[config.mk]
export PLATFORM = sky130hd
export DESIGN_NAME = tone_detector
export DESIGN_NICKNAME = d
export VERILOG_FILES = /design/src/rtl/tone_detector.sv
export SDC_FILE = /design/constraint.sdc
export NUM_CORES = 1
export LEC_CHECK = 0
export CORE_UTILIZATION = 40
export CTS_CLUSTER_DIAMETER = 120
export CTS_CLUSTER_SIZE = 30
export DETAILED_ROUTE_END_ITERATION = 10
export SKIP_CTS_REPAIR_TIMING = 1
export SLEW_MARGIN = 15
export SYNTH_ARGS = -nofsm -noshare
export SYNTH_HDL_FRONTEND = slang
export SYNTH_SLANG_ARGS = --single-unit
[constraint.sdc]
create_clock -name clk -period 6.6 [get_ports clk]
set_input_delay 0.99 -clock clk [delete_from_list [all_inputs] [get_ports clk]]
set_output_delay 0.99 -clock clk [all_outputs]
set_load 0.02 [all_outputs]
[src/rtl/tone_detector.sv]
`timescale 1ns/1ps
// tone_detector
// Listens to a buzzer square wave, measures the time between rising edges,
// classifies each period as one of four notes and declares a note once it has
// been seen CONF times in a row. A small FSM watches the declared notes and
// pulses melody_done when note0, note1, note2, note3 are each held for at
// least MIN_REP declared periods, in that order.
//
// Ports
//   clk         : single clock, everything on posedge
//   rst_n       : synchronous active-low reset
//   tone_in     : asynchronous square-wave input from the buzzer
//   note        : index of the most recently declared note
//   note_valid  : note is declared and stable
//   silence     : no rising edge for SIL_LIM cycles
//   melody_done : one-cycle pulse when the four-note melody is recognised
module tone_detector #(
  parameter int unsigned HP0     = 47000,
  parameter int unsigned HP1     = 42000,
  parameter int unsigned HP2     = 37500,
  parameter int unsigned HP3     = 33500,
  parameter int unsigned TOL     = 1000,
  parameter int unsigned CONF    = 4,
  parameter int unsigned MIN_REP = 64,
  parameter int unsigned SIL_LIM = 120000
) (
  input  logic       clk,
  input  logic       rst_n,
  input  logic       tone_in,
  output logic [1:0] note,
  output logic       note_valid,
  output logic       silence,
  output logic       melody_done
);

  typedef enum logic [2:0] {IDLE, S0, S1, S2, S3} state_t;

  // Nominal full periods, 18 bits wide so P + TOL never overflows.
  localparam logic [3:0][17:0] NOM = {18'(2 * HP3), 18'(2 * HP2),
                                      18'(2 * HP1), 18'(2 * HP0)};
  localparam logic [17:0] TOL18   = 18'(TOL);
  localparam logic [16:0] SIL17   = 17'(SIL_LIM);
  localparam logic [7:0]  CONF8   = 8'(CONF);
  localparam logic [6:0]  MINREP7 = 7'(MIN_REP);

  logic        sync1_q, sync2_q, sync3_q, edge_q;
  logic [16:0] cnt_q, cnt_d;
  logic        armed_q, armed_d;
  logic [7:0]  run_q, run_d;
  logic [1:0]  runNote_q, runNote_d;
  logic [1:0]  note_q, note_d;
  logic        valid_q, valid_d;
  logic        silence_q, silence_d;
  state_t      state_q, state_d, nextStage;
  logic [6:0]  dwell_q, dwell_d, dwellInc;
  logic        done_q, done_d;

  logic [17:0] period;
  logic [3:0]  matchVec;
  logic        matchAny;
  logic [1:0]  matchIdx, stageNote;
  logic        classify, silenceHit, declEdge, abortEvt;

  // Two-flop synchroniser, a third flop for edge detection, and a registered
  // edge strobe: a rising edge on tone_in is seen three cycles later.
  always_ff @(posedge clk) begin
    if (!rst_n) begin
      sync1_q <= 1'b0;
      sync2_q <= 1'b0;
      sync3_q <= 1'b0;
      edge_q  <= 1'b0;
    end else begin
      sync1_q <= tone_in;
      sync2_q <= sync1_q;
      sync3_q <= sync2_q;
      edge_q  <= sync2_q & ~sync3_q;
    end
  end

  // The counter value at an edge is the measured period; it saturates at
  // SIL_LIM so a stopped tone never wraps into a plausible period.
  assign cnt_d      = edge_q ? 17'd1 : ((cnt_q >= SIL17) ? cnt_q : cnt_q + 17'd1);
  assign silenceHit = !edge_q && (cnt_q >= SIL17);
  assign classify   = edge_q && armed_q;
  assign period     = {1'b0, cnt_q};

  // Window test for every note, then the lowest matching index wins.
  always_comb begin
    matchVec = '0;
    matchAny = 1'b0;
    matchIdx = 2'd0;
    for (int k = 0; k < 4; k++) begin
      matchVec[k] = (period + TOL18 >= NOM[k]) && (period <= NOM[k] + TOL18);
    end
    for (int k = 3; k >= 0; k--) begin
      if (matchVec[k]) begin
        matchAny = 1'b1;
        matchIdx = 2'(k);
      end
    end
  end

  // Run-length confirmation of the note and the silence detector.
  always_comb begin
    armed_d   = armed_q;
    run_d     = run_q;
    runNote_d = runNote_q;
    note_d    = note_q;
    valid_d   = valid_q;
    silence_d = silence_q;
    if (edge_q) begin
      armed_d   = 1'b1;
      silence_d = 1'b0;
      if (armed_q) begin
        if (!matchAny) begin
          run_d = 8'd0;
        end else if (run_q != 8'd0 && runNote_q == matchIdx) begin
          run_d = (run_q == 8'hFF) ? run_q : run_q + 8'd1;
        end else begin
          run_d     = 8'd1;
          runNote_d = matchIdx;
        end
        valid_d = matchAny && (run_d >= CONF8);
        if (valid_d) begin
          note_d = matchIdx;
        end
      end
    end else if (silenceHit) begin
      silence_d = 1'b1;
      armed_d   = 1'b0;
      run_d     = 8'd0;
      valid_d   = 1'b0;
    end
  end

  // A declared edge is a classified period that leaves the note declared.
  // A note hand-over lowers note_valid for CONF-1 periods while the new note
  // is confirmed; that is how the melody advances, so only an unmatched
  // period or silence aborts the melody.
  assign declEdge = classify && valid_d;
  assign abortEvt = (classify && !matchAny) || silenceHit;
  assign dwellInc = (dwell_q == 7'h7F) ? dwell_q : dwell_q + 7'd1;

  always_comb begin
    stageNote = 2'd0;
    nextStage = IDLE;
    case (state_q)
      S0: begin
        stageNote = 2'd0;
        nextStage = S1;
      end
      S1: begin
        stageNote = 2'd1;
        nextStage = S2;
      end
      S2: begin
        stageNote = 2'd2;
        nextStage = S3;
      end
      default: ;
    endcase
  end

  always_comb begin
    state_d = state_q;
    dwell_d = dwell_q;
    done_d  = 1'b0;
    if (abortEvt) begin
      state_d = IDLE;
      dwell_d = 7'd0;
    end else if (declEdge) begin
      case (state_q)
        IDLE: begin
          if (note_d == 2'd0) begin
            state_d = S0;
            dwell_d = 7'd1;
          end
        end
        S0, S1, S2: begin
          if (note_d == stageNote) begin
            dwell_d = dwellInc;
          end else if (note_d == stageNote + 2'd1 && dwell_q >= MINREP7) begin
            state_d = nextStage;
            dwell_d = 7'd1;
          end else begin
            state_d = IDLE;
            dwell_d = 7'd0;
          end
        end
        S3: begin
          if (note_d == 2'd3) begin
            dwell_d = dwellInc;
            if (dwellInc >= MINREP7) begin
              done_d  = 1'b1;
              state_d = IDLE;
              dwell_d = 7'd0;
            end
          end else begin
            state_d = IDLE;
            dwell_d = 7'd0;
          end
        end
        default: begin
          state_d = IDLE;
          dwell_d = 7'd0;
        end
      endcase
    end
  end

  // State register for the counters, note confirmation and melody FSM.
  always_ff @(posedge clk) begin
    if (!rst_n) begin
      cnt_q     <= 17'd0;
      armed_q   <= 1'b0;
      run_q     <= 8'd0;
      runNote_q <= 2'd0;
      note_q    <= 2'd0;
      valid_q   <= 1'b0;
      silence_q <= 1'b0;
      state_q   <= IDLE;
      dwell_q   <= 7'd0;
      done_q    <= 1'b0;
    end else begin
      cnt_q     <= cnt_d;
      armed_q   <= armed_d;
      run_q     <= run_d;
      runNote_q <= runNote_d;
      note_q    <= note_d;
      valid_q   <= valid_d;
      silence_q <= silence_d;
      state_q   <= state_d;
      dwell_q   <= dwell_d;
      done_q    <= done_d;
    end
  end

  assign note        = note_q;
  assign note_valid  = valid_q;
  assign silence     = silence_q;
  assign melody_done = done_q;

endmodule

# [Word level (Yosys, flattened, before mapping)]
# Index checks and enable logic that the tools add are counted.
[totals] register_bits=47 input_bits=3 output_inout_bits=5 elab_cells=122
[classes] n_addsub=5 order_cmp=12 eq_ne=15 mux=42 n_bitwise=7 reduce_logical=26
[ops] op="$ge 18x17->1 const B" n=4
[ops] op="$le 17x17->1 const B" n=4
[ops] op="$mux 8" n=8
[ops] op="$mux 7" n=5
[ops] op="$pmux 7 s3" n=1
[ops] op="$add 17x10->18 const B" n=1
[ops] op="$pmux 3 s3" n=2
[ops] op="$add 17x1->17 const B" n=1
[ops] op="$ge 17x17->1 const B" n=1
[ops] op="$mux 3" n=5
[ops] op="$ge 7x7->1 const B" n=2
[ops] op="$mux 2" n=7
[ops] op="$mux 1" n=13
[ops] op="$logic_and 1x1->1" n=11
[ops] op="$add 8x1->8 const B" n=1
[ops] op="$eq 8x8->1 const B" n=1
[ops] op="$ge 8x3->1 const B" n=1
[ops] op="$reduce_and 4->1" n=2
[ops] op="$reduce_bool 8->1" n=1
[ops] op="$add 7x1->7 const B" n=1
[ops] op="$eq 7x7->1 const B" n=1
[ops] op="$eq 2x2->1" n=3
[ops] op="$eq 3x2->1 const B" n=2
[ops] op="$ne 2x2->1 const B" n=3
[ops] op="other kinds (18)" n=26

# [Depth between registers and ports, before layout]
[depth] word_depth=23 depth_mapped=17 depth_no_buf=15

# [Worst setup path before layout]
# Ideal clock, no wire load.
[synth_timing] kind="register to register" startpoint="register cnt_q[3]" endpoint="register state_q[0]" setup_ps=70 arrival_time_ps=3666 required_time_ps=6530 slack_ps=2865 path_stages_with_launch=17 path_buffers=1 period_less_slack_ps=3735 cell_sequence="dfxtp_1 > buf_4 > inv_1 > ha_1 > nor2b_1 > a21oi_1 > a2bb2oi_1 > a211o_1 > and4_1 > o31ai_2 > a21boi_1 > or2_4 > o311ai_4 > a311o_2 > nand3_2 > or4_1 > a21oi_1"
[synth_between] elab_chain_cells=23 elab_cells_between_ends=55 classes_between="add/sub (1); order compare (10); eq/ne (7); mux (22); reduce/logical (15)"
[synth_rtl] element="start, declared" line_no="47" source="logic [16:0] cnt_q, cnt_d;"
[synth_rtl] element="start signal, assigned" line_no="225" source="cnt_q <= cnt_d;"
[synth_rtl] element="$add 17x10->18" line_no="93" source="matchVec[k] = (period + TOL18 >= NOM[k]) && (period <= NOM[k] + TOL18);"
[synth_rtl] element="$ge 18x17->1" line_no="93"
[synth_rtl] element="$logic_and 1x1->1" line_no="93"
[synth_rtl] element="$mux 2 (4 in series)" line_no="96" source="if (matchVec[k]) begin"
[synth_rtl] element="$eq 2x2->1" line_no="117" source="end else if (run_q != 8'd0 && runNote_q == matchIdx) begin"
[synth_rtl] element="$logic_and 1x1->1" line_no="117"
[synth_rtl] element="$mux 8" line_no="117"
[synth_rtl] element="$mux 8" line_no="115" source="if (!matchAny) begin"
[synth_rtl] element="(+4 left out)"
[synth_rtl] element="$mux 2" line_no="124" source="if (valid_d) begin"
[synth_rtl] element="$mux 2" line_no="114" source="if (armed_q) begin"
[synth_rtl] element="$mux 2" line_no="111" source="if (edge_q) begin"
[synth_rtl] element="$eq 2x2->1" line_no="182" source="end else if (note_d == stageNote + 2'd1 && dwell_q >= MINREP7) begin"
[synth_rtl] element="$logic_and 1x1->1" line_no="182"
[synth_rtl] element="$mux 3" line_no="182"
[synth_rtl] element="$mux 3" line_no="180" source="if (note_d == stageNote) begin"
[synth_rtl] element="$pmux 3 s3" line_no="172" source="case (state_q)"
[synth_rtl] element="end signal, assigned" line_no="232" source="state_q <= state_d;"
[synth_rtl] element="end, declared" line_no="54" source="state_t state_q, state_d, nextStage;"
# Parallel ways exist; a longest one is shown, timed or not. The select of a mux whose other input is x is not followed.
# A chain may end at the register's enable or synchronous reset.

# [Worst setup path in the final report]
[layout_timing] startpoint="register cnt_q[3]" endpoint="register dwell_q[4]"
[layout_between] elab_chain_cells=21 elab_cells_between_ends=50 classes_between="add/sub (1); order compare (10); eq/ne (4); mux (21); reduce/logical (14)"
[layout_rtl] element="$add 17x10->18" line_no="93"
[layout_rtl] element="$ge 18x17->1" line_no="93"
[layout_rtl] element="$logic_and 1x1->1" line_no="93"
[layout_rtl] element="$mux 2 (4 in series)" line_no="96"
[layout_rtl] element="$eq 2x2->1" line_no="117"
[layout_rtl] element="$logic_and 1x1->1" line_no="117"
[layout_rtl] element="$mux 8" line_no="117"
[layout_rtl] element="$mux 8" line_no="115"
[layout_rtl] element="(+2 left out)"
[layout_rtl] element="$ge 8x3->1" line_no="123" source="valid_d = matchAny && (run_d >= CONF8);"
[layout_rtl] element="$logic_and 1x1->1" line_no="123"
[layout_rtl] element="$mux 2" line_no="124"
[layout_rtl] element="$mux 2" line_no="114"
[layout_rtl] element="$mux 2" line_no="111"
[layout_rtl] element="$eq 2x2->1, or another cell as far along" line_no="191" source="if (note_d == 2'd3) begin"
[layout_rtl] element="$mux 7, or another cell as far along" line_no="191"
[layout_rtl] element="$pmux 7 s3 / $reduce_and 2->1 (equally long branches)"
[layout_rtl] element="end signal, assigned" line_no="233" source="dwell_q <= dwell_d;"
[layout_rtl] element="end, declared" line_no="55" source="logic [6:0] dwell_q, dwell_d, dwellInc;"
# Parallel ways exist; a longest one is shown, timed or not. The select of a mux whose other input is x is not followed.

==> impl_metrics.yaml <==
sta:
  rsz0062_at_grt: "false"
  timing.slew.headroom_pct: 44.0
  period_share_pct: 70.3
  period_needed_ps: 4640
  setup_viol: 0
  fin_hold_ws_ps: 395
  slew_viol_final: 0
  skew_ps: 8.37
  fmax_ghz: 0.215
  final_hold_viol_count: 0
  finalSetupTns_ps: 0
  tightest_slew_ps: 839
floorplanning:
  initial_core_util_pct: 41.7
  core_sq_um: 8850
  die_h_um: 98.1
  die-area_sq_um: 9620
  num_io_pins: 8
  row_count: 34
  die_w_um: 98.1
yosys:
  synth_edf_count: 0
  synth_top_cells_by_count: "53 x nor2_1, 47 x dfxtp_1, 47 x nand2_1"
  synth_xor_area_share_pct: 5.69
  yosys-top-cells-area: "dfxtp_1 25%, nor2_1 5.4%, a21oi_1 5.0%, nand2_1 4.8%, xnor2_1 4.3%"
  ys.warnings.count: 0
  yosys.area_share.adder_pct: 3.05
  synth-main-ff-cell: "dfxtp_1"
  synth_top_family_by_area: "simple AND/OR/NAND/NOR gates"
  yosys.cell_count.top_type: "nor2_1"
  syn_inst: 491
  synthDominantCellAreaShare_pct: 25.5
  synth_compound_area_share_pct: 26.2
  syn_avg_cell_area_sq_um: 7.52
  synth_top_cell_by_area: "dfxtp_1"
  synth_area_sq_um: 3690
  ys_ff_latch: 47
  synth.area.mux_share_pct: 1.96
  synth.net_count: 503
  ys_types: 73
  ys_seq_area_share_pct: 25.5
  yosys.area_share.simple_pct: 31.8
  async_flop_share_pct: 0
global_routing:
  use_met3_pct: 2.22
  gr-total-overflow: 0
  met2_usage_pct: 32.4
  antenna_found_initial: 0
  busiest_layer: "met2"
  first_global_vias: 3288
  grt_first_pass_wirelength_um: 15900
  globalRouteMet1Util_pct: 27.0
  grt_usage_pct: 20.0
  grt_max_degree: 23
critical_path:
  crit_buf_inv: 0
  cp_data_arrival_time_ps: 4840
  cpPeakStageDelay_ps: 660
  crit_fanout: 17
  path_class: "flop to flop"
  setup.worst_path.start_class: "flop"
  worstSetupEndpointType: "flop"
  path_delay_family: "compound AO/OA/AOI/OAI gates"
  crit_chain: "ha_1 > xnor2_1 > nand3_1 > nor3_1 > a32oi_1 > and4_1 > o31ai_2 > nand2_1 > o31ai_1 > mux2_1 > a311o_2 > nand3_2 > nand2b_1 > a311oi_1"
  slowest_stage: "ha_1"
  worst_ep_required_time_ps: 6800
placed_design:
  io_buffers: 7
  gp_congestion: 0.997
  place_area_sq_um: 3760
  place_hpwl_um: 6720
layout:
  utilization_pct: 43.8
  nets: 486
  design_area_sq_um: 3870
  drive_above_1_share_pct: 6.11
  syn_to_final_growth_pct: 4.88
  diodes: 0
power_and_ir_drop:
  ir_worst_vdd_v: 0.000115
  leakage_uw: 0.00129
  power_density_nw_per_um2: 136
run_status:
  status: "finished clean"
detailed_routing:
  avgRoutedWirePerCell_um: 16.0
  antenna_left: 0
  via_per_inst: 6.09
  via_count: 3553
  drt_iter0_drc: 246
  drt-total-wl_um: 9330
  drt_first_pass_iters: 4
  drc: 0
cts:
  clkLatencyLatePin_ps: 300
  clk_transition_reported_paths_ps: 90
  clock_sinks: 47
  ctsHtreeMaxLevel: 2
  cts_made_buffers: 5
  cts_tree: "done"
  cts_root_buffer: "clkbuf_8"
  clock_path_buffers: 2
job:
  cap_violations: 0
worst_hold_path:
  hp-class: "flop to flop"
layout make-up:
| cell class | count | area, sq um |
|---|---|---|
| fillers | 914 | 4970 |
| repair buffers | 8 | 77.6 |
| clock inverters | 2 | 35.0 |
| multi-input cells | 395 | 2540 |
| inverters | 17 | 63.8 |
| flip-flops and latches | 47 | 941 |
| clock buffers | 6 | 82.6 |
| well taps | 108 | 135 |
state kept, by name (all words and copies together) (netlist names):
signal and count:
cnt_q 17, run_q 8, dwell_q 7, state_q 3, note 2, runNote_q 2, armed_q 1, edge_q 1
melody_done 1, note_valid 1, silence 1, sync1_q 1, sync2_q 1, sync3_q 1
cell usage in the layout, fill, tap and decap left out, drive strengths merged, types with 5 or more instances in the layout:
cell            n
a21o            6
a21oi          37
a31oi          10
and2           13
and3            7
clkbuf          6
clkdlybuf4s50   7
dfxtp          47
ha              9
inv            17
mux2i           5
nand2          47
nand2b          7
nand3          20
nand3b          5
nand4          12
nand4b          5
nor2           53
nor2b           6
nor3           17
o211ai          5
o21ai          26
o31ai           6
or3            10
xnor2          18
xor2            6
cell families after synthesis:
kind of cell | after synthesis
AO/OA/AOI/OAI | 135
XOR/XNOR | 24
adder cells (fa/ha/maj) | 9
buffers and inverters | 49
flip-flops | 47
multiplexers | 7
AND/OR/NAND/NOR | 220
power breakdown:
part	internal, uW	total [uW]	switching [uW]
Combinational	6.45	17.8	11.3
Clock	123	219	96.8
Sequential	286	289	2.84
Total	415	526	111
per-stage QoR:
stage / instances / total power, uW / setup slack [ps]
after global placement: 575 / 313 / 2230
after floorplan: 491 / 307 / 2860
after global routing: 583 / 548 / 1610
after CTS: 583 / 533 / 2040
after detailed placement: 575 / 313 / 2060
final: 583 / 526 / 1960
per-layer routing:
layer	wire length [um]	vias to the layer above
met1	4360	1666
met5	0	-
met2	4260	115
li1	-	1755
met3	473	17
met4	235	0
worst paths after layout:
kind                                             from                       to  slack [ps]  cells past startpoint
worst min-delay path               sync3_q$_SDFF_PN0_        edge_q$_SDFF_PN0_         400                      1
worst max register to register  cnt_q[3]$_SDFFE_PP0N_  dwell_q[4]$_SDFFE_PP0P_        1960                     14
worst min register to register     sync3_q$_SDFF_PN0_        edge_q$_SDFF_PN0_         400                      1
worst max-delay path            cnt_q[3]$_SDFFE_PP0N_  dwell_q[4]$_SDFFE_PP0P_        1960                     14
(Power assumes the default switching activity.)
